==> config.mk <==
export PLATFORM = sky130hd
export DESIGN_NAME = avr_io_capture
export DESIGN_NICKNAME = d
export VERILOG_FILES = /design/src/rtl/avr_io_capture.sv
export SDC_FILE = /design/constraint.sdc
export NUM_CORES = 1
export LEC_CHECK = 0
export BUFFER_PORTS_ARGS = -buffer_cell sky130_fd_sc_hd__clkbuf_2
export CAP_MARGIN = 0
export CORE_MARGIN = 4
export CORE_UTILIZATION = 26
export DETAILED_ROUTE_END_ITERATION = 7
export PLACE_DENSITY = 0.45
export SLEW_MARGIN = 20
export SYNTH_ARGS = -nofsm -noshare
export SYNTH_HDL_FRONTEND = slang
export SYNTH_SLANG_ARGS = --single-unit
==> constraint.sdc <==
create_clock -name clk -period 3.68 [get_ports clk]
set_clock_uncertainty 0.1 [all_clocks]
set_input_delay 0.552 -clock clk [delete_from_list [all_inputs] [get_ports clk]]
set_output_delay 0.552 -clock clk [all_outputs]
set_load 0.1 [all_outputs]
==> src/rtl/avr_io_capture.sv <==
//==============================================================================
//  Module      : avr_io_capture
//  Description : Input-capture peripheral on the AVR I/O bus. It timestamps
//                selected edges of an asynchronous pin using a prescaled
//                16-bit interval counter. Each interval is latched into a
//                capture register and can raise an interrupt. Software reads
//                the 16-bit result atomically through a low-byte-first
//                temporary latch.
//
//  Ports       : clk     - system clock, rising edge
//                rst     - asynchronous active-high reset
//                io_re   - I/O read strobe (read wins over a coincident write)
//                io_we   - I/O write strobe
//                io_a    - register select: 0 CAPL, 1 TMP, 2 CCR, 3 CSR
//                io_do   - read data, 0 whenever io_re is low
//                io_di   - write data
//                cap_in  - asynchronous external capture pin
//                irq     - level interrupt request
//
//  Revision    : 1.0 - initial release
//==============================================================================
`timescale 1ns/1ps
`default_nettype none

module avr_io_capture (
    input  logic       clk,
    input  logic       rst,
    input  logic       io_re,
    input  logic       io_we,
    input  logic [1:0] io_a,
    output logic [7:0] io_do,
    input  logic [7:0] io_di,
    input  logic       cap_in,
    output logic       irq
);

    //--------------------------------------------------------------------------
    // Register map and field encodings
    //--------------------------------------------------------------------------
    localparam logic [1:0] C_A_CAPL = 2'd0;
    localparam logic [1:0] C_A_TMP  = 2'd1;
    localparam logic [1:0] C_A_CCR  = 2'd2;
    localparam logic [1:0] C_A_CSR  = 2'd3;

    localparam logic [1:0] C_PS_1    = 2'b00;
    localparam logic [1:0] C_PS_16   = 2'b01;
    localparam logic [1:0] C_PS_256  = 2'b10;
    localparam logic [1:0] C_PS_4096 = 2'b11;

    //--------------------------------------------------------------------------
    // State
    //--------------------------------------------------------------------------
    logic        r_s1;
    logic        r_s2;
    logic        r_s3;
    logic [11:0] r_pre;
    logic [15:0] r_tcnt;
    logic [15:0] r_cap;
    logic [7:0]  r_tmp;
    logic        r_cie;
    logic        r_oie;
    logic [1:0]  r_esel;
    logic [1:0]  r_psel;
    logic        r_capf;
    logic        r_ovf;
    logic        r_miss;

    //--------------------------------------------------------------------------
    // Bus decode. A read in the same cycle as a write suppresses the write.
    //--------------------------------------------------------------------------
    logic w_wr_en;
    logic w_ccr_wr;
    logic w_csr_wr;
    logic w_tmp_wr;
    logic w_capl_rd;

    assign w_wr_en   = io_we & ~io_re;
    assign w_ccr_wr  = w_wr_en & (io_a == C_A_CCR);
    assign w_csr_wr  = w_wr_en & (io_a == C_A_CSR);
    assign w_tmp_wr  = w_wr_en & (io_a == C_A_TMP);
    assign w_capl_rd = io_re   & (io_a == C_A_CAPL);

    //--------------------------------------------------------------------------
    // Pin synchronizer and edge detection
    //--------------------------------------------------------------------------
    logic w_rise;
    logic w_fall;

    assign w_rise = r_s2 & ~r_s3;
    assign w_fall = ~r_s2 & r_s3;

    always_ff @(posedge clk or posedge rst) begin
        if (rst) begin
            r_s1 <= 1'b0;
            r_s2 <= 1'b0;
            r_s3 <= 1'b0;
        end else begin
            r_s1 <= cap_in;
            r_s2 <= r_s1;
            r_s3 <= r_s2;
        end
    end

    //--------------------------------------------------------------------------
    // Event qualification. The edge select in effect is the registered CCR
    // value, so a CCR write only changes qualification from the next cycle.
    //--------------------------------------------------------------------------
    logic w_cap_ev;
    logic w_tick;
    logic w_ovf_ev;

    assign w_cap_ev = (w_rise & r_esel[0]) | (w_fall & r_esel[1]);

    // Prescaler bit N falls on the increment where bits N..0 are all ones,
    // so the tick is flagged in the cycle ending at that edge.
    always_comb begin
        w_tick = 1'b0;
        case (r_psel)
            C_PS_1:    w_tick = 1'b1;
            C_PS_16:   w_tick = &r_pre[3:0];
            C_PS_256:  w_tick = &r_pre[7:0];
            C_PS_4096: w_tick = &r_pre[11:0];
            default:   w_tick = 1'b0;
        endcase
    end

    // A capture in the wrap cycle takes priority and suppresses the overflow.
    assign w_ovf_ev = w_tick & (&r_tcnt) & ~w_cap_ev;

    //--------------------------------------------------------------------------
    // Control register
    //--------------------------------------------------------------------------
    always_ff @(posedge clk or posedge rst) begin
        if (rst) begin
            r_cie  <= 1'b0;
            r_oie  <= 1'b0;
            r_esel <= 2'b00;
            r_psel <= 2'b00;
        end else if (w_ccr_wr) begin
            r_cie  <= io_di[7];
            r_oie  <= io_di[6];
            r_esel <= io_di[3:2];
            r_psel <= io_di[1:0];
        end
    end

    //--------------------------------------------------------------------------
    // Prescaler and interval counter. A CCR write restarts both so that the
    // first interval after reconfiguration is measured from a known phase.
    //--------------------------------------------------------------------------
    always_ff @(posedge clk or posedge rst) begin
        if (rst) begin
            r_pre <= 12'd0;
        end else if (w_ccr_wr) begin
            r_pre <= 12'd0;
        end else begin
            r_pre <= r_pre + 12'd1;
        end
    end

    // Natural 16-bit wrap from 0xFFFF to 0 covers the overflow case.
    always_ff @(posedge clk or posedge rst) begin
        if (rst) begin
            r_tcnt <= 16'd0;
        end else if (w_cap_ev || w_ccr_wr) begin
            r_tcnt <= 16'd0;
        end else if (w_tick) begin
            r_tcnt <= r_tcnt + 16'd1;
        end
    end

    //--------------------------------------------------------------------------
    // Capture register and temporary high-byte latch. A CAPL read in the
    // capture cycle latches the pre-update high byte, keeping the pair
    // coherent with the low byte returned on the bus.
    //--------------------------------------------------------------------------
    always_ff @(posedge clk or posedge rst) begin
        if (rst) begin
            r_cap <= 16'd0;
        end else if (w_cap_ev) begin
            r_cap <= r_tcnt;
        end
    end

    always_ff @(posedge clk or posedge rst) begin
        if (rst) begin
            r_tmp <= 8'd0;
        end else if (w_capl_rd) begin
            r_tmp <= r_cap[15:8];
        end else if (w_tmp_wr) begin
            r_tmp <= io_di;
        end
    end

    //--------------------------------------------------------------------------
    // Status flags: write-one-to-clear, hardware set wins over the clear.
    //--------------------------------------------------------------------------
    logic w_clr_capf;
    logic w_clr_ovf;
    logic w_clr_miss;
    logic w_miss_ev;

    assign w_clr_capf = w_csr_wr & io_di[7];
    assign w_clr_ovf  = w_csr_wr & io_di[6];
    assign w_clr_miss = w_csr_wr & io_di[5];

    // A capture only counts as missed if software had not already
    // acknowledged the previous one in this same cycle.
    assign w_miss_ev  = w_cap_ev & r_capf & ~w_clr_capf;

    always_ff @(posedge clk or posedge rst) begin
        if (rst) begin
            r_capf <= 1'b0;
            r_ovf  <= 1'b0;
            r_miss <= 1'b0;
        end else begin
            if (w_cap_ev) begin
                r_capf <= 1'b1;
            end else if (w_clr_capf) begin
                r_capf <= 1'b0;
            end

            if (w_ovf_ev) begin
                r_ovf <= 1'b1;
            end else if (w_clr_ovf) begin
                r_ovf <= 1'b0;
            end

            if (w_miss_ev) begin
                r_miss <= 1'b1;
            end else if (w_clr_miss) begin
                r_miss <= 1'b0;
            end
        end
    end

    //--------------------------------------------------------------------------
    // Read mux and interrupt
    //--------------------------------------------------------------------------
    always_comb begin
        io_do = 8'd0;
        if (io_re) begin
            case (io_a)
                C_A_CAPL: io_do = r_cap[7:0];
                C_A_TMP:  io_do = r_tmp;
                C_A_CCR:  io_do = {r_cie, r_oie, 2'b00, r_esel, r_psel};
                C_A_CSR:  io_do = {r_capf, r_ovf, r_miss, 5'b00000};
                default:  io_do = 8'd0;
            endcase
        end
    end

    assign irq = (r_capf & r_cie) | (r_ovf & r_oie);

endmodule

`default_nettype wire

## After elaboration in Yosys (flattened, before gate mapping)

Cells that the tools add are included.

- Reduce and logical (&&, ||, !) cells: 12
- Bitwise logic cells: 25
- Equal/unequal tests: 6
- Shifts and indexed selects: 0
- Divide/modulo/power cells: 0
- Add/sub/neg operators: 2
- Muxes and demuxes: 14
- $mul: 0
- Order comparisons: 0

Operators by type and width:

| operator | count |
|---|---|
| two-way mux 16 bit | 2 |
| one-hot mux 8 bit (4 select lines) | 1 |
| two-way mux 8 bit | 3 |
| AND 1 bit | 18 |
| adder 16 x 1 -> 16 bit (second input constant) | 1 |
| AND reduction 16 bit | 1 |
| adder 12 x 1 -> 12 bit (second input constant) | 1 |
| two-way mux 12 bit | 1 |
| AND reduction 12 bit | 1 |
| nonzero test 2 bit | 5 |
| equality test 2 bit (second input constant) | 4 |
| AND reduction 8 bit | 1 |
| two-way mux 1 bit | 6 |
| inverter 1 bit | 5 |
| equality test 2 x 1 -> 1 bit (second input constant) | 2 |
| logical NOT 2 bit | 2 |
| one-hot mux 1 bit (4 select lines) | 1 |
| AND reduction 4 bit | 1 |
| bitwise OR 1 bit | 2 |
| logical OR 1 bit | 1 |

- Flip-flop bits (word level): 64
- Output and inout bits: 9
- Memory bits (writable): 0
- Bits in latches: 0
- Bits in read-only memories: 0
- Memories kept: 0

## Longest topological paths before layout

- Depth in word-level cells: 7
- Gate-level depth with buffers: 7
- Depth with buffers taken out: 6

## Worst setup path after synthesis

Ideal clock, no wire load.

- Kind: input-to-output
- From: in io_a[0]
- To: out io_do[4]
- Data arrival time: 2.330 ns
- Path slack: 0.698 ns
- Buffers on the path: 1
- Data required time: 3.028 ns
- Stages: 3
- Cell sequence: buf_1 > mux2i_1 > nor2_1

- Word-level cells in the longest chain between the ends: 3

RTL lines:

| element | RTL line | source |
|---|---|---|
| start: declaration | 30 | `input logic [1:0] io_a,` |
| equality test 2 bit (tied with other cells) | 243 | `case (io_a)` |
| one-hot mux 8 bit (4 select lines) * | 243 |  |
| two-way mux 8 bit * | 242 | `if (io_re) begin` |
| end: declaration | 31 | `output logic [7:0] io_do,` |

Every way passes the cells marked *; elsewhere a longest branch is shown, timed or not.

## Worst setup path after layout

- From: in io_a[0]
- To: out io_do[6]

The elaborated chain is that of the path after synthesis.

==> qor.csv <==
metric,value,unit
top post-synthesis cells by count,"dfrtp_1 (64), nand2_1 (26), mux2_2 (22)",
first-pass GRT wire length,11400,microns
Setup CP Type,primary input to output pin,
all-layer global routing usage,10.7,%
Layout Utilization,32.0,%
P&R area growth vs syn,19.7,%
DRC viols,0,
Longest Clk Path Bufs,2,
final number of hold-violating endpoints,0,
data arrival time of the critical path,1950,ps
Post-synth EDFFs,0,
Post-synth ARST share,100,%
hold_buf cts,0,
DR iter-0 viols,168,
Ant. Diodes,0,
layout cells sized above 1,24.6,%
post-route ant nets,0,
Final Cycle Share,70.6,%
static leakage,1.61,nW
core area,11500,sq um
Worst Tran Pin Value,1030,ps
Max Cap Viol,0,
initial antenna violation count,0,
routed len/inst,15.0,microns
most common cell in the netlist,dfrtp_1,
Worst Slack Setup Final,1080,ps
M1 WL,3390,microns
die area,13700,sq um
setup TNS,0,ps
run status,completed,
final wirelength,6780,microns
Sinks on Clock Net,64,
Final Power,0.00222,W
IO Port Bufs,23,
largest net degree at the start of global routing,30,
"Slew Viols, Final",0,
hold crit path type,primary input to asynchronous set/reset pin,
CTS tree,done,
Peak Freq,385,MHz
wire length on met2,3030,microns
post_cts resized,0,
"Reg clk slew, reported paths",50,ps
"Clk Latency, worst-skew pair",320,ps
Initial Utilization,26.7,%
top-area cell type share of the netlist area,52.0,%
HPWL after detailed placement,4820,microns
most used flip-flop cell after synthesis,dfrtp_1,
"Remaining Overflow, GRT",0,
DR top layer,met4,
worst vdd ir,0.211,mV
Num CTS Buffers,9,
"Distinct cells, synth",44,
H-tree Lvls,3,
Register Area,1600,sq um
syn_nets,295,
row cnt,39,
Layout fillers,1181,
pre-CTS WS,1070,ps
RSZ-0062 raised after global routing,no,
"Max FO, Critical Path",13,
Slew headroom,30.8,%
Die Span X,117,microns
worst path required time,3030,ps
cell count after synthesis,278,
met3 routed WL,253,microns
post-synthesis sequential area ratio,52.0,%
CTS root buf,clkbuf_16,
total number of vias,2104,
pwr dens,602,nW/um^2
ranking of synthesized cells by area,"dfrtp_1 (52%), mux2_2 (8.0%), mux2i_1 (4.5%)",
"Cell Area, Synth",3080,sq um
critical path endpoint category,output pin,
multi-input logic area,1410,sq um
syn_area_per_cell,11.1,sq um
setup bufs post-CTS,0,
I/O Pins,24,
leading area contributor after synthesis,dfrtp_1,
vias in the first global route,2141,
number of vias per cell,4.65,
Synth Warn #,0,
WHS,163,ps
final setup violation count,0,
First-pass DRT Iterations,4,
Synth Register Bits,64,
CP startpoint kind,primary input,
Tmin final,2600,ps
height of the die,117,microns
GP Congestion,0.715,
Final Net Count,322,
==> metrics by stage <==
step | cell area [sq um] | instances
final | 3690 | 452
after global routing | 3690 | 452
after CTS | 3690 | 452
after detailed placement | 3370 | 437
after global placement | 3370 | 437
after floorplan | 3080 | 278
==> cells in the final DEF (no fill, tap or decap), types with 9 or more instances in the layout <==
cell | Yosys | routed
dfrtp_1 | 64 | 64
nand2_1 | 26 | 26
clkbuf_2 | 0 | 23
mux2_2 | 22 | 22
nor2_1 | 21 | 21
o21ai_0 | 17 | 17
mux2i_1 | 14 | 14
nand3_1 | 11 | 11
xor2_1 | 10 | 10
and2_1 | 9 | 9
clkbuf_16 | 0 | 9
==> where the power goes <==
group          switching (W)  internal, W  total (W)
combinational       0.000252     0.000149   0.000401
sequential         0.0000975     0.000807   0.000905
clock               0.000290     0.000625   0.000914
==> critical path: stages <==
cell	delay, ps
clkbuf_2	320
mux4_2	540
and2_1	170
clkbuf_2	360
==> logic make-up after synthesis <==
kind of cell	share of synthesized area, %
adders and majority gates	0.812
DFF	52.0
and+or+nand+nor	18.5
AOI/OAI and AO/OA	8.04
xor gates and xnor gates	4.26
buffers and inverters	2.32
muxes	14.1
==> sequential cells by signal, indices dropped and copies added, names as in the netlist <==
name,cells
r_s2,1
r_ovf,1
r_tcnt,16
r_capf,1
r_pre,12
r_miss,1
r_s1,1
r_psel,2
r_s3,1
r_cap,16
r_esel,2
r_oie,1
r_tmp,8
r_cie,1
==> layer usage <==
metal | GRT usage (%) | up-vias
li1 | - | 1044
met1 | 15.3 | 1024
met2 | 16.0 | 29
met3 | 2.21 | 7
met4 | 4.13 | 0
met5 | 0 | -
==> cell type report <==
class / instances / area share [%]
Timing Repair Buffer: 28 / 4.14
Multi-Input combinational cell: 197 / 38.3
Inverter: 5 / 0.509
Tap cell: 143 / 4.85
Clock buffer: 12 / 6.96
Clock inverter: 3 / 1.76
Sequential cell: 64 / 43.4
==> final timing paths <==
| kind | startpoint | slack [ps] | depth (start not counted) | end |
|---|---|---|---|---|
| setup / recovery | io_a[0] | 1080 | 4 | io_do[6] |
| hold / removal | rst | 160 | 2 | r_tcnt[2]$_DFFE_PP0P_ |
| setup reg to reg | r_pre[0]$_DFF_PP0_ | 1270 | 6 | r_tcnt[12]$_DFFE_PP0P_ |
| hold reg to reg | r_s1$_DFF_PP0_ | 250 | 0 | r_s2$_DFF_PP0_ |
| max in group asynchronous | rst | 2540 | 3 | r_cap[15]$_DFFE_PP0P_ |
| min in group clk | cap_in | 230 | 1 | r_s1$_DFF_PP0_ |
Note: power is estimated with default switching activity, not from simulation.
